**src/rtl/hazard_pkg.sv**
```systemverilog
// Shared encodings for the 5-stage pipeline hazard controller.
package hazard_pkg;

   typedef enum logic [1:0] {
      ST_RUN    = 2'd0,
      ST_DRAIN  = 2'd1,
      ST_HALTED = 2'd2
   } hz_state_t;

   localparam logic [1:0]  FWD_RF    = 2'b00;
   localparam logic [1:0]  FWD_EX    = 2'b01;
   localparam logic [1:0]  FWD_MEM   = 2'b10;
   localparam logic [15:0] NOP_INSTR = 16'h0000;

endpackage

```
**src/rtl/hazard_ctrl_sat_counter.sv**
```systemverilog
// Width-parameterized saturating up-counter with asynchronous reset.
module sat_counter #(
   parameter int unsigned W = 16
) (
   input  logic         clk,
   input  logic         rst,
   input  logic         inc,
   output logic [W-1:0] count
);

   always_ff @(posedge clk or posedge rst) begin
      if (rst)
         count <= '0;
      else if (inc && (count != '1))
         count <= count + 1'b1;
   end

endmodule

```
**src/rtl/hazard_ctrl.sv**
```systemverilog
// Hazard/sequencing controller: forwarding selects, stalls, flushes,
// DM wait-state freeze, halt drain and saturating perf counters.
module hazard_ctrl
   import hazard_pkg::*;
#(
   parameter int unsigned REG_AW       = 4,
   parameter int unsigned DRAIN_CYCLES = 3,
   parameter int unsigned CNT_W        = 16
) (
   input  logic              clk,
   input  logic              rst,
   input  logic [REG_AW-1:0] id_rs,
   input  logic [REG_AW-1:0] id_rt,
   input  logic              id_rs_used,
   input  logic              id_rt_used,
   input  logic              id_is_hlt,
   input  logic [REG_AW-1:0] ex_rd,
   input  logic              ex_we,
   input  logic              ex_is_load,
   input  logic              ex_branch_taken,
   input  logic [REG_AW-1:0] mem_rd,
   input  logic              mem_we,
   input  logic              mem_req,
   input  logic              mem_ready,
   output logic              pc_hold,
   output logic              ifid_hold,
   output logic              ifid_flush,
   output logic              idex_bubble,
   output logic              exmem_hold,
   output logic              memwb_bubble,
   output logic [1:0]        fwd_a,
   output logic [1:0]        fwd_b,
   output logic              halted,
   output logic [CNT_W-1:0]  stall_cnt,
   output logic [CNT_W-1:0]  flush_cnt
);

   localparam int unsigned DW = $clog2(DRAIN_CYCLES + 1);

   hz_state_t   state;
   logic [DW-1:0] drain_cnt;

   logic ex_a, ex_b, mem_a, mem_b;
   logic freeze, load_use, branch;
   logic stall_inc, flush_inc;

   function automatic logic src_match(input logic [REG_AW-1:0] src, input logic used,
                                      input logic [REG_AW-1:0] dst, input logic we);
      return used && we && (dst == src) && (dst != '0);
   endfunction

   always_comb begin
      ex_a     = src_match(id_rs, id_rs_used, ex_rd, ex_we);
      ex_b     = src_match(id_rt, id_rt_used, ex_rd, ex_we);
      mem_a    = src_match(id_rs, id_rs_used, mem_rd, mem_we);
      mem_b    = src_match(id_rt, id_rt_used, mem_rd, mem_we);
      freeze   = mem_req && !mem_ready;
      load_use = ex_is_load && (ex_a || ex_b);
      branch   = ex_branch_taken && (state != ST_HALTED);
   end

   always_comb begin
      pc_hold      = 1'b0;
      ifid_hold    = 1'b0;
      ifid_flush   = 1'b0;
      idex_bubble  = 1'b0;
      exmem_hold   = 1'b0;
      memwb_bubble = 1'b0;
      fwd_a        = FWD_RF;
      fwd_b        = FWD_RF;
      if (!rst) begin
         fwd_a = (ex_a && !ex_is_load) ? FWD_EX : (mem_a ? FWD_MEM : FWD_RF);
         fwd_b = (ex_b && !ex_is_load) ? FWD_EX : (mem_b ? FWD_MEM : FWD_RF);
         if (freeze) begin
            pc_hold      = 1'b1;
            ifid_hold    = 1'b1;
            exmem_hold   = 1'b1;
            memwb_bubble = 1'b1;
         end else if (state == ST_HALTED) begin
            pc_hold     = 1'b1;
            ifid_hold   = 1'b1;
            idex_bubble = 1'b1;
         end else if (branch) begin
            ifid_flush  = 1'b1;
            idex_bubble = 1'b1;
         end else if ((state == ST_DRAIN) || load_use || id_is_hlt) begin
            pc_hold     = 1'b1;
            ifid_hold   = 1'b1;
            idex_bubble = 1'b1;
         end
      end
   end

   assign halted = (state == ST_HALTED);

   // A frozen cycle neither advances the drain nor consumes a pending branch.
   always_ff @(posedge clk or posedge rst) begin
      if (rst) begin
         state     <= ST_RUN;
         drain_cnt <= '0;
      end else if (!freeze) begin
         unique case (state)
            ST_RUN: begin
               if (!branch && !load_use && id_is_hlt) begin
                  state     <= ST_DRAIN;
                  drain_cnt <= DW'(1);
               end
            end
            ST_DRAIN: begin
               if (branch) begin
                  state     <= ST_RUN;
                  drain_cnt <= '0;
               end else if (drain_cnt == DW'(DRAIN_CYCLES)) begin
                  state <= ST_HALTED;
               end else begin
                  drain_cnt <= drain_cnt + 1'b1;
               end
            end
            default: ;
         endcase
      end
   end

   assign stall_inc = pc_hold && (state != ST_HALTED);
   assign flush_inc = branch && !freeze;

   sat_counter #(.W(CNT_W)) u_stall_cnt (
      .clk   (clk),
      .rst   (rst),
      .inc   (stall_inc),
      .count (stall_cnt)
   );

   sat_counter #(.W(CNT_W)) u_flush_cnt (
      .clk   (clk),
      .rst   (rst),
      .inc   (flush_inc),
      .count (flush_cnt)
   );

endmodule

```
**config.mk**
```make
export PLATFORM = sky130hd
export DESIGN_NAME = hazard_ctrl
export DESIGN_NICKNAME = d
export VERILOG_FILES = /design/src/rtl/hazard_pkg.sv /design/src/rtl/hazard_ctrl_sat_counter.sv /design/src/rtl/hazard_ctrl.sv
export SDC_FILE = /design/constraint.sdc
export NUM_CORES = 1
export LEC_CHECK = 0
export CORE_MARGIN = 2
export CORE_UTILIZATION = 26
export DETAILED_ROUTE_END_ITERATION = 10
export DONT_BUFFER_PORTS = 1
export HOLD_SLACK_MARGIN = 0.02
export PLACE_DENSITY = 0.43
export SETUP_SLACK_MARGIN = 0.15
export SYNTH_ARGS = -nofsm -noshare
export SYNTH_HDL_FRONTEND = slang
export SYNTH_HIERARCHICAL = 1
export SYNTH_SLANG_ARGS = --single-unit
```
**constraint.sdc**
```tcl
create_clock -name clk -period 3.08 [get_ports clk]
set_input_delay 0.616 -clock clk [delete_from_list [all_inputs] [get_ports clk]]
set_output_delay 0.616 -clock clk [all_outputs]
set_load 0.02 [all_outputs]
```
==> results.txt <==
status: finished, final reports clean
post-synthesis sequential area ratio: 40.02%
vias: 1703
Remaining Overflow, GRT: 0
R2R Path Start: state[0]
post-synth top area cell: dfrtp_1
post_cts resized: 0
Pwr Density: 648.1 nW/um^2
worst vdd ir: 0.2264 mV
EDFF count, synth: 0
Max Freq: 370.8 MHz
FF-to-FF setup slack: 0.64 ns
die width: 97.05 um
Post-synth top cells: dfrtp_1 (36), xnor2_1 (32), nand2_1 (17), nand3_1 (17)
Rel. slew slack: 48.31%
critical path class: flop to output port
Finish-stage setup viols: 0
Crit-path slowest cell: nor2b_1
total power: 1.601 mW
DRT antenna net count: 0
synthesized cell area: 2251 sq um
largest cells by area after synthesis: dfrtp_1 (40%), xnor2_1 (12%), nand3_1 (3.8%)
# IOs: 70
Initial Util: 27.12%
clock latency on the worst-skew pair: 0.29 ns
Die Area: 9418 sq um
number of synthesized register bits: 36
final hold violation count: 0
Hold Buf Count CTS: 0
final wirelength: 5.293 mm
Site Rows: 33
Most used DFF post-synth: dfrtp_1
RePlAce Congestion: 0.7466
count leader, synth: dfrtp_1
Leakage: 1.014 nW
number of synthesis warnings: 6
Total GRT Usage: 11.70%
Final WS setup: 0.3834 ns
IO Port Bufs: 0
ratio of cells with drive above 1 in the final layout: 14.91%
P&R area growth vs syn: 9.728%
WL/cell: 15.89 um
clk_skew: 0.007830 ns
period utilization: 87.55%
Bufs on Longest Clock Path: 2
drt initial violations: 43
Clock Sinks: 36
Syn Area/Cell: 10.19 sq um
crit path time final: 2.697 ns
root buffer cell: clkbuf_8
cts bufs inserted: 5
Clock transition at path regs: 0.08 ns
crit path buf inv count: 1
Pre-antenna DRT Iters: 4
global-route wire length before repair: 8.990 mm
htree depth: 2
chip height: 97.05 um
crit path launch type: flop
RSZ-0062 raised after global routing: no
dpl ws: 0.2674 ns
Mapped Nets: 251
Async SR Flop Fraction: 100.0%
worst r2r dst: u_flush_cnt/count[14]
vias in the first global route: 1730
Crit. End Element: output port
crit-path max FO: 8
Post-CTS Setup Inserts: 0
Util after Layout: 29.76%
Hold WC Path Type: input port to asynchronous set/reset pin
Fin Setup TNS: 0 ns
Least-Margin Pin Slew: 0.7695 ns
CTS tree: yes
# nets final: 257
Synth Instances: 221
worst path arrival time: 2.08 ns
data required time at the worst endpoint: 2.46 ns
Core ar.: 8299 sq um
initial antenna violation count: 0
vias per inst: 5.114
largest net degree at the start of global routing: 17
Max Cap Viol: 0
Synth top area share: 40.02%
Antenna diodes: 0
Hold Slack: 0.1239 ns
largest stage delay on the critical path: 0.50 ns
Slew Limit Fails: 0
worst-path cell chain: nor2b_1 > nand2b_1 > nor2_1 > nor3_1 > buf_4
Top Family by Delay on Critical Path: simple AND/OR/NAND/NOR gates
Worst R2R Path Depth: 7
detailed placement HPWL: 3.970 mm
DRC violations left: 0
post-synth cell types: 45
## worst max path at each step
stage,slack (ns),endpoint,startpoint,cells after the start
after floorplan,0.15,u_stall_cnt/count[14],ex_rd[2],9
after global placement,0.31,u_stall_cnt/count[14],ex_rd[0],9
after detailed placement,0.27,u_stall_cnt/count[14],ex_rd[2],9
after CTS,0.36,pc_hold,state[0],5
after global routing,0.20,pc_hold,state[0],5
final,0.38,pc_hold,state[0],5
## final cells by class
cell class	count	area [sq um]
Clock buffer	5	68.82
Sequential cell	36	900.9
Timing Repair Buffer	3	22.52
Multi-Input combinational cell	176	1309
Inverter	5	18.77
Clock inverter	3	18.77
Fill cell	863	5829
Tap cell	105	131.4
## stage by stage
step | area, sq um | cells
5_1_grt | 2470 | 333
4_1_cts | 2470 | 333
6_report | 2470 | 333
3_3_place_gp | 2382 | 325
3_5_place_dp | 2382 | 325
2_1_floorplan | 2251 | 221
## cell families (layout without fill, tap and decap cells)
| group | after synthesis | after routing | share of synthesized area [%] |
|---|---|---|---|
| muxes | 6 | 6 | 2.890 |
| buffers and inverters | 9 | 16 | 1.834 |
| xor gates and xnor gates | 39 | 39 | 15.18 |
| DFF | 36 | 36 | 40.02 |
| adders and majority gates | 3 | 3 | 1.668 |
| AOI/OAI and AO/OA | 24 | 24 | 8.837 |
| and+or+nand+nor | 104 | 104 | 29.57 |
## state kept, by name, indices dropped and copies added (netlist names)
| signal | count |
|---|---|
| drain_cnt | 2 |
| state | 2 |
| u_flush_cnt/count | 16 |
| u_stall_cnt/count | 16 |
## layout by cell type, fill, tap and decap left out, types with 3 or more instances in the layout
master     n
xor2_1     7
nand4_1   10
inv_1      5
dfrtp_1   36
nand2_1   17
mux2_2     4
clkbuf_8   5
buf_4      3
ha_1       3
nor3_1     5
and3_1     8
nand3_1   17
nand2b_1   7
and4_1     6
nor2_1    10
xnor2_1   32
a21oi_1    7
## per-layer routing
layer | routed length (um) | global-route usage, % | vias to the layer above
met5 | 0 | 0 | -
met4 | 89 | 4.117 | 0
met3 | 352 | 4.408 | 7
met2 | 2487 | 18.06 | 40
met1 | 2364 | 15.00 | 836
li1 | - | - | 820
## power by group
part	internal, mW	total [mW]	switching (mW)
Sequential	0.568	0.824	0.255
Combinational	0.201	0.435	0.234
Clock	0.158	0.342	0.184
## worst register-to-register path, cell delays in order, from the launching register on
cell,delay (ns)
dfrtp_1,0.51
nor2b_1,0.21
nand2b_1,0.25
nor2_1,0.36
and4_1,0.36
nand3_1,0.16
nor2_1,0.15
mux2_2,0.33
No activity file was read; power rests on OpenSTA's default activity.
==> patch 1: new RTL, same flow settings <==
`CNT_W`: 16 -> 14.
--- a/src/rtl/hazard_ctrl.sv
+++ b/src/rtl/hazard_ctrl.sv
@@ -6,5 +6,5 @@
    parameter int unsigned REG_AW       = 4,
    parameter int unsigned DRAIN_CYCLES = 3,
-   parameter int unsigned CNT_W        = 16
+   parameter int unsigned CNT_W        = 14
 ) (
    input  logic              clk,
Ports: changed (resized flush_cnt and stall_cnt); port bits go from 70 to 66. No check against the original RTL was run, so the function may have changed too.
==> patch 1 against the unedited design <==
  * Register-to-register slack better by 0.05 ns
  * Power shrank 2.7%
  * Area after synthesis is 5.7% lower
  * Synthesized cell count up 2.7%
  * Critical endpoint unchanged
  * Critical path type is now input pin to primary output
  * Design area down 5.7%
  * Wire length is 3.4% lower
  * Sequential cell count is 4 lower
  * Setup slack gained 0.050 ns
==> patch 1: results (changes against the unedited design) <==
| Metric | Value |
|---|---|
| Syn Area/Cell | 9.354 um2 (-8.2%) |
| 1st-iter DRT viols | 81 (+88%) |
| Cell Area, Placed | 2233 um2 (-6.2%) |
| Compound-Gate Fraction of Synth Area | 15.14% (+6.3 points) |
| Seq/Total Area, Yosys | 37.71% (-2.3 points) |
| HPWL after detailed placement | 3968 um (about the same) |
| Internal cell power | 916.9 uW (-1.1%) |
| Comb pwr share | 27.8% (+0.6 points) |
| Die width | 94.37 um (-2.8%) |
| WP data arrival | 2.03 ns (-0.05 ns) |
| Met3 Usage GRT | 3.751% (-0.66 points) |
| Synth top area cells | dfrtp_1 38%, xor2_1 5.4%, xnor2_1 4.9% |
| WL final | 5114 um (-3.4%) |
| Crit path launch | ex_rd[0] |
| Clk pwr share | 22.4% (+1.0 points) |
| Met1 track demand over resource | 16.63% (+1.6 points) |
| Via count | 1,648 (-3.2%) |
| Pleak | 0.9205 nW (-9.2%) |
| Status | complete, no violations |
| All-Layer GR Usage | 12.44% (+0.73 points) |
| WL/cell | 15.40 um (-3.1%) |
| Mux share of post-synthesis cell area | 4.361% (+1.5 points) |
| Synth cell types | 47 (+4.4%) |
| Max rail drop VDD | 0.2070 mV (-8.6%) |
| Normalized max-slew margin | 51.97% (+3.7 points) |
patch 1: worst max-delay path, stage by stage:
cell and delay [ns]:
or4_4 0.52, and3_4 0.22, a2111oi_2 0.36, nor3_1 0.11, buf_4 0.20
patch 1: cell type report:
class / count / share of cell area, %
clock buffers: 7 / 4.135
inverters: 11 / 1.772
flip-flops and latches: 32 / 34.37
repair buffers: 2 / 0.6445
multi-input cells: 178 / 53.60
well taps: 102 / 5.478
patch 1: worst paths after layout:
path	end	slack [ns]	cells after the start
max in group asynchronous	u_flush_cnt/count[13]	2.45	1
hold reg to reg	state[1]	0.53	1
setup reg to reg	u_stall_cnt/count[9]	0.69	8
min in group clk	state[1]	0.53	1
setup / recovery	pc_hold	0.43	5
hold / removal	state[1]	0.13	1
patch 1: cell families after synthesis:
group,after synthesis
and+or+nand+nor,98
AOI/OAI and AO/OA,44
DFF,32
xor gates and xnor gates,25
buffers and inverters,17
muxes,8
adders and majority gates,3
==> patch 2: new RTL, same settings <==
Made on the original files. Encoding of `hz_state_t`: now one-hot (3 bits for 3 states).
--- a/src/rtl/hazard_pkg.sv
+++ b/src/rtl/hazard_pkg.sv
@@ -2,8 +2,8 @@
 package hazard_pkg;
 
-   typedef enum logic [1:0] {
-      ST_RUN    = 2'd0,
-      ST_DRAIN  = 2'd1,
-      ST_HALTED = 2'd2
+   typedef enum logic [2:0] {
+      ST_RUN    = 3'b001,
+      ST_DRAIN  = 3'b010,
+      ST_HALTED = 3'b100
    } hz_state_t;
 
Formal check against the unedited RTL: same outputs for any inputs over 10 cycles, from zero or initial values and one cycle with rst high; not proved beyond that.
==> patch 2 against the unedited design <==
  * Via count decreased by 0.65%
  * Largest power group unchanged
  * Global-route usage decreased by 0.62 points
  * Design area increased by 2.8%
  * Clock power decreased by 4%
  * Wire length decreased by 3.3%
  * Utilization decreased by 0.36 points
  * Sequential cell count increased by 1
  * Setup slack improved by 0.15 ns
  * Power decreased by 2.1%
  * Largest cell class unchanged
  * Combinational power decreased by 15%
  * Area after synthesis increased by 1.8%
==> patch 2: results (changes against the unedited design) <==
| Metric | Value |
|---|---|
| Crit path launch | ex_rd[3] |
| # nets final | 265 (+3.1%) |
| First-pass GRT wire length | 8694 um (-3.3%) |
| Synth top area cells | dfrtp_1 39%, xnor2_1 9.9%, xor2_1 4.6% |
| Post-synth top area share | 39.32% (-0.70 points) |
| Met1 track demand over resource | 13.60% (-1.4 points) |
| Worst-case clock skew | 0.004829 ns (-0.003002 ns) |
| CP max-delay cell | a21oi_1 |
| Share of layout cells above drive strength 1 | 16.53% (+1.6 points) |
| Pleak | 1.074 nW (+5.9%) |
| Vias per inst | 4.919 (-3.8%) |
| Crit path capture | u_stall_cnt/count[14] |
| Worst reg-to-reg path cell count | 9 (+2) |
| Regs by FF count | u_flush_cnt/count x16, u_stall_cnt/count x16, state x3 |
| Fmax | 392.8 MHz (+5.9%) |
| 1st-iter DRT viols | 44 (+2.3%) |
| Seq/Total Area, Yosys | 40.47% (+0.45 points) |
| Drt first pass iters | 5 (+1) |
| Gpl congestion | 0.7497 (+0.42%) |
| M2 GR Usage | 18.28% (+0.23 points) |
| Met2 Wirelength | 2421 um (-2.7%) |
| Post-synthesis xor/xnor area fraction | 14.53% (-0.65 points) |
| CP Launch Type | input pin |
| WP data arrival | 2.72 ns (+0.64 ns) |
| Normalized max-slew margin | 51.69% (+3.4 points) |
| Max rail drop VDD | 0.2383 mV (+5.3%) |
| Status | complete, no violations |
| Hold slack | 0.2180 ns (+0.09410 ns) |
| Non-Filler Instances | 344 (+3.3%) |
| R2r endpoint | u_stall_cnt/count[14] |
| Placement Setup Slack | 0.1869 ns (-0.08045 ns) |
==> patch 2: cell types whose count changed after synthesis, moves of 3 or more <==
cell and change:
nand3_1 +3, nand2b_1 -4, xor2_1 +5, nand2_1 +3
nor3_1 -3, xnor2_1 -6
==> patch 2: cell type report <==
cell class	instances	area, um2
sequential	37	927.1
inverter	5	18.77
timing repair buffer	6	45.04
multi-input combinational	180	1330
clock inverter	2	10.01
tap	108	135.1
clock buffer	6	72.57
fill	916	6097
==> patch 2: logic make-up (layout without fill, tap and decap cells) <==
family / after synthesis / after routing
compound gates: 22 / 22
xor+xnor: 38 / 38
fa+ha+maj: 3 / 3
buf+inv: 7 / 19
flops: 37 / 37
mux: 6 / 6
simple gates: 111 / 111
==> patch 2: power breakdown <==
part           internal, mW  switching, mW
sequential            0.597          0.269
combinational         0.182          0.189
clock                 0.157          0.172
total                 0.936          0.630
